**src/rtl/piso_shift_tx.sv**
```systemverilog
// rtl/piso_shift_tx.sv - parallel-in serial-out transmitter with valid/ready word input
module piso_shift_tx #(
    parameter int DATA_W    = 8,
    parameter bit MSB_FIRST = 1'b1
) (
    input  logic              clk,
    input  logic              rst,
    input  logic [DATA_W-1:0] in_data,
    input  logic              in_valid,
    output logic              in_ready,
    input  logic              shift_en,
    output logic              ser_out,
    output logic              ser_valid,
    output logic              ser_last,
    output logic              busy
);

    localparam int              CW   = $clog2(DATA_W);
    localparam logic [CW-1:0]   LAST = CW'(DATA_W - 1);

    typedef enum logic {
        IDLE  = 1'b0,
        SHIFT = 1'b1
    } state_t;

    state_t            state;
    state_t            state_nx;
    logic [DATA_W-1:0] shreg;
    logic [DATA_W-1:0] shreg_nx;
    logic [CW-1:0]     cnt;
    logic [CW-1:0]     cnt_nx;
    logic              take;
    logic              frame_nx;
    logic              ser_out_nx;
    logic              ser_last_nx;

    // A new word is accepted when idle, or on the final bit of a frame that is advancing,
    // so consecutive frames run without a gap.
    assign in_ready = (state == IDLE) | ((state == SHIFT) & (cnt == LAST) & shift_en);
    assign take     = in_valid & in_ready;

    // State, shift register, counter and registered serial outputs; reset wins over all.
    always_ff @(posedge clk) begin
        if (rst) begin
            state     <= IDLE;
            shreg     <= '0;
            cnt       <= '0;
            ser_out   <= 1'b0;
            ser_valid <= 1'b0;
            ser_last  <= 1'b0;
            busy      <= 1'b0;
        end else begin
            state     <= state_nx;
            shreg     <= shreg_nx;
            cnt       <= cnt_nx;
            ser_out   <= ser_out_nx;
            ser_valid <= frame_nx;
            ser_last  <= ser_last_nx;
            busy      <= frame_nx;
        end
    end

    // Next-state logic: load on handshake, advance one bit per enabled cycle, end or chain.
    always_comb begin
        state_nx = state;
        shreg_nx = shreg;
        cnt_nx   = cnt;
        case (state)
            IDLE: begin
                if (take) begin
                    state_nx = SHIFT;
                    shreg_nx = in_data;
                    cnt_nx   = '0;
                end
            end
            SHIFT: begin
                if (shift_en) begin
                    if (cnt == LAST) begin
                        cnt_nx = '0;
                        if (take) begin
                            shreg_nx = in_data;
                        end else begin
                            state_nx = IDLE;
                            shreg_nx = '0;
                        end
                    end else begin
                        cnt_nx   = cnt + 1'b1;
                        shreg_nx = MSB_FIRST ? (shreg << 1) : (shreg >> 1);
                    end
                end
            end
            default: begin
                state_nx = IDLE;
                shreg_nx = '0;
                cnt_nx   = '0;
            end
        endcase
    end

    // Output decode from next-state values so the serial outputs come straight from flops.
    always_comb begin
        frame_nx    = (state_nx == SHIFT);
        ser_out_nx  = frame_nx & (MSB_FIRST ? shreg_nx[DATA_W-1] : shreg_nx[0]);
        ser_last_nx = frame_nx & (cnt_nx == LAST);
    end

endmodule
```
**config.mk**
```make
export PLATFORM = sky130hd
export DESIGN_NAME = piso_shift_tx
export DESIGN_NICKNAME = d
export VERILOG_FILES = /design/src/rtl/piso_shift_tx.sv
export SDC_FILE = /design/constraint.sdc
export NUM_CORES = 1
export LEC_CHECK = 0
export CORE_MARGIN = 1
export CORE_UTILIZATION = 47
export DETAILED_ROUTE_END_ITERATION = 10
export PLACE_DENSITY = 0.72
export SYNTH_ARGS = -nofsm -noshare
export SYNTH_HDL_FRONTEND = slang
export SYNTH_SLANG_ARGS = --single-unit
```
**constraint.sdc**
```tcl
create_clock -name clk -period 1.99 [get_ports clk]
set_input_delay 0.2985 -clock clk [delete_from_list [all_inputs] [get_ports clk]]
set_output_delay 0.2985 -clock clk [all_outputs]
set_load 0.02 [all_outputs]
```
==> results <==
==> cell usage after synthesis, drive strengths merged <==
cell	n	area (um2)
a211oi	2	20.02
a21bo	1	10.01
a21oi	5	25.02
a22oi	1	7.510
a311oi	6	52.55
a31o	1	8.760
a31oi	1	6.260
and2	1	6.260
and2b	4	30.03
buf	5	45.04
clkbuf	1	3.750
dfxtp	14	280.3
ha	2	25.02
inv	1	3.750
mux2	2	22.52
mux2i	1	10.01
nand2	3	11.26
nand2b	2	12.51
nand3	3	20.02
nor2	15	56.30
nor2b	3	18.77
nor4	7	43.79
o21ai	1	5.000
or2	1	6.260
or2b	1	7.510
xor2	1	8.760
==> worst max-delay path by stage <==
stage          slack (ps)      from  endpoint  cells past startpoint
5_1_grt                70    cnt[0]  in_ready                      4
3_3_place_gp          160  shift_en  in_ready                      3
4_1_cts               140    cnt[0]  in_ready                      4
6_report              140    cnt[0]  in_ready                      4
2_1_floorplan         490    cnt[0]   ser_out                      6
3_5_place_dp          160  shift_en  in_ready                      3
==> area by class of cell <==
class | instances | area share, %
Clock buffer | 4 | 3.846
Inverter | 1 | 0.3979
Multi-Input combinational cell | 64 | 43.90
Sequential cell | 14 | 29.71
Tap cell | 16 | 2.122
Timing Repair Buffer | 20 | 20.03
==> repair_timing <==
item                                    in CTS  in global routing
endpoints found under the setup margin       1                  0
gates resized for setup                      1                  0
hold endpoints to repair                     0                  0
==> per-stage QoR <==
step                hold slack (ps)  setup WS, ps  utilization, %  power, mW
finish                        475.1         136.5           63.36     0.6517
global route                  499.8         74.78           63.36     0.6822
CTS                           478.0         137.6           63.36     0.6509
detailed placement            464.9         160.2           61.01     0.4433
global placement              452.6         159.4           61.01     0.4412
floorplan                     376.3         494.1               -     0.3944
==> power groups by stage <==
stage	sequential [mW]	clock (mW)	combinational (mW)
final	0.311	0.214	0.127
after global routing	0.314	0.230	0.138
after CTS	0.311	0.214	0.127
after detailed placement	0.317	0	0.127
after global placement	0.316	0	0.125
after floorplan	0.317	0	0.0778
==> layer usage <==
layer	vias up	wire length [um]	track usage [%]
met5	-	0	0
met4	0	11	5.806
met3	3	94	6.522
met2	19	675	30.31
met1	331	834	27.47
li1	346	-	-
==> sequential cells by signal, summed over array words and instances, names as in the netlist <==
register and cells:
state 1, ser_last 1, ser_out 1, cnt 3, shreg 8
==> cell families (layout without fill, tap and decap cells) <==
group	count (synthesis)	after routing
AO/OA/AOI/OAI	18	18
flip-flops	14	14
multiplexers	3	3
XOR/XNOR	1	1
buffers and inverters	7	25
AND/OR/NAND/NOR	40	40
adder cells (fa/ha/maj)	2	2
==> cells in the final DEF (no fill, tap or decap), types with 2 or more instances in the layout <==
master	n
a21oi_1	5
a311oi_1	6
and2b_1	4
nor2_1	15
buf_4	4
mux2_2	2
clkbuf_4	3
ha_1	2
nor4_1	7
dfxtp_1	14
nand2b_1	2
clkdlybuf4s50_1	15
nand3_1	2
nor2b_1	3
nand2_1	3
==> worst reg2reg max path: stages (launching register included) <==
cell and delay (ps):
dfxtp_1 340, ha_1 200, ha_1 190, buf_4 190, nand2b_1 150, a31o_1 230, a211oi_2 210
==> results by group <==
Power and ir drop
  • Switching Fraction: 26.98%
  • Worst-case vdd ir drop: approximately 0.37 mV
  • Pleak: around 0.37 nW
  • Pwr per Cell Area: 690.8 nW/um2
  • P_sw: between 150 and 200 uW
  • Internal power: 475.9 uW
  • Seq pwr share: a little under half
  • Combinational share of power: ~20%
  • Clock network power share: between 30 and 40%

Detailed routing
  • Routed WL per cell: roughly 14 um
  • Final wirelength: around 1600 um
  • Drt drc: 0
  • Vias after detailed routing: 699
  • Via/cell ratio: just under 6
  • DRT antenna net count: 0
  • DR iter-0 viols: 14
  • Drt pass-1 iters: 4

Timing
  • Setup tns final: 0 ps
  • Setup violators final: 0
  • Fin. Hold Viols: 0
  • Tmin final: 1854 ps
  • RSZ-0062 raised after global routing: false
  • Final period util: a little over 90%
  • Post-route clock skew: 7.661 ps
  • Worst Tran Pin Value: 542.4 ps
  • Fmax: around 540 MHz
  • Fin. max-slew vios: 0
  • Worst slew margin: 63.73%

Final layout
  • Diode count: 0
  • FILL cells: 140
  • Area grow syn2layout: 26.30%
  • Post-route cell area: 943.4 um2
  • Multi-input gate area: slightly above 400 um2
  • Final std cells w/o fill: approximately 120
  • Nets@finish: roughly 120
  • Area occupied by registers: 280.3 um2
  • Layout cell share with drive strength beyond 1: between 10% and 20%

Synth
  • Register area share after synthesis: 37.52%
  • Multiplexer share of the synthesized area: 4.355%
  • Synth Register Bits: 14
  • Post-synthesis simple-gate area fraction: between 20 and 30%
  • Post-synthesis instance total: 85
  • Syn Std Cell Area: approximately 750 um2
  • Area share of xor/xnor cells in the synthesized design: under 10%
  • Adder-cell area share of the yosys netlist: about 3.4%
  • Mean post-synth cell area: about 8.8 um2
  • Syn Nets: 99
  • Main combinational cell family by area after synthesis: simple AND/OR/NAND/NOR gates
  • Complex-gate fraction of the synthesized area: a little under a fifth
  • Warnings from Yosys: 0
  • Distinct cell type count after synthesis: 29

Worst setup path
  • Worst r2r path cells: 6
  • CP startpoint kind: flop
  • Cell Chain, Critical Path: ha_1 > ha_1 > a21bo_2 > dlygate4sd2_1
  • Critical path fanouts, max: 3
  • Worst setup path category: flop to output port
  • Reg2reg setup slack: between 300 and 400 ps
  • CP required: 1690 ps
  • CP max stage delay: about 340 ps
  • Crit-path most repeated cell: ha_1
  • CP max-delay cell: dfxtp_1
  • Crit path capture type: output port
  • Largest delay share family, worst path: adder cells
  • Worst endpoint data arrival time: 1560 ps
  • RR Startpoint: cnt[0]
  • Critical path buffer and inverter count: 1
  • Reg2reg end: ser_out

Min path
  • Hold WC Path Type: flop to flop
  • Cells on Worst Hold Path: 2
  • Worst Hold End: shreg[0]
  • Hold_sp: shreg[0]

CTS
  • Clock latency on the worst-skew pair: approximately 290 ps
  • Root Buffer: clkbuf_4
  • CTS buffer count: 3
  • # hold bufs at CTS: 0
  • # clock sinks: 14
  • Clock tree buffer depth: 2
  • CTS H-tree depth: 1
  • CTS tree: yes
  • Post-CTS Setup Bufs: 0
  • Worst-path clk slew: approximately 100 ps

Place
  • HPWL after DPL: roughly 1100 um
  • PortBufs: 16
  • Placed insts: approximately 120
  • GPL Wtd Cong: 0.8332
  • DP Area: slightly above 900 um2

Floorplan
  • Initial Util: between 50% and 60%
  • Die X: approximately 42 um
  • Num rows: 14
  • Core Region: roughly 1500 um2
  • Total die area: 1753 um2
  • IO Count: 17
  • Die height: ~42 um

GRT
  • GRT Util Overall: around a fifth
  • Largest net degree at the start of global routing: 16
  • Initial antenna violation count: 0
  • First-pass GRT wire length: around 2700 um
  • Number of global-route vias before repair: around 620
  • Grt ovf: 0

Flow run
  • Max cap viols: 0

Outcome
  • Status: finished clean
Note: power is estimated with default switching activity, not from simulation.
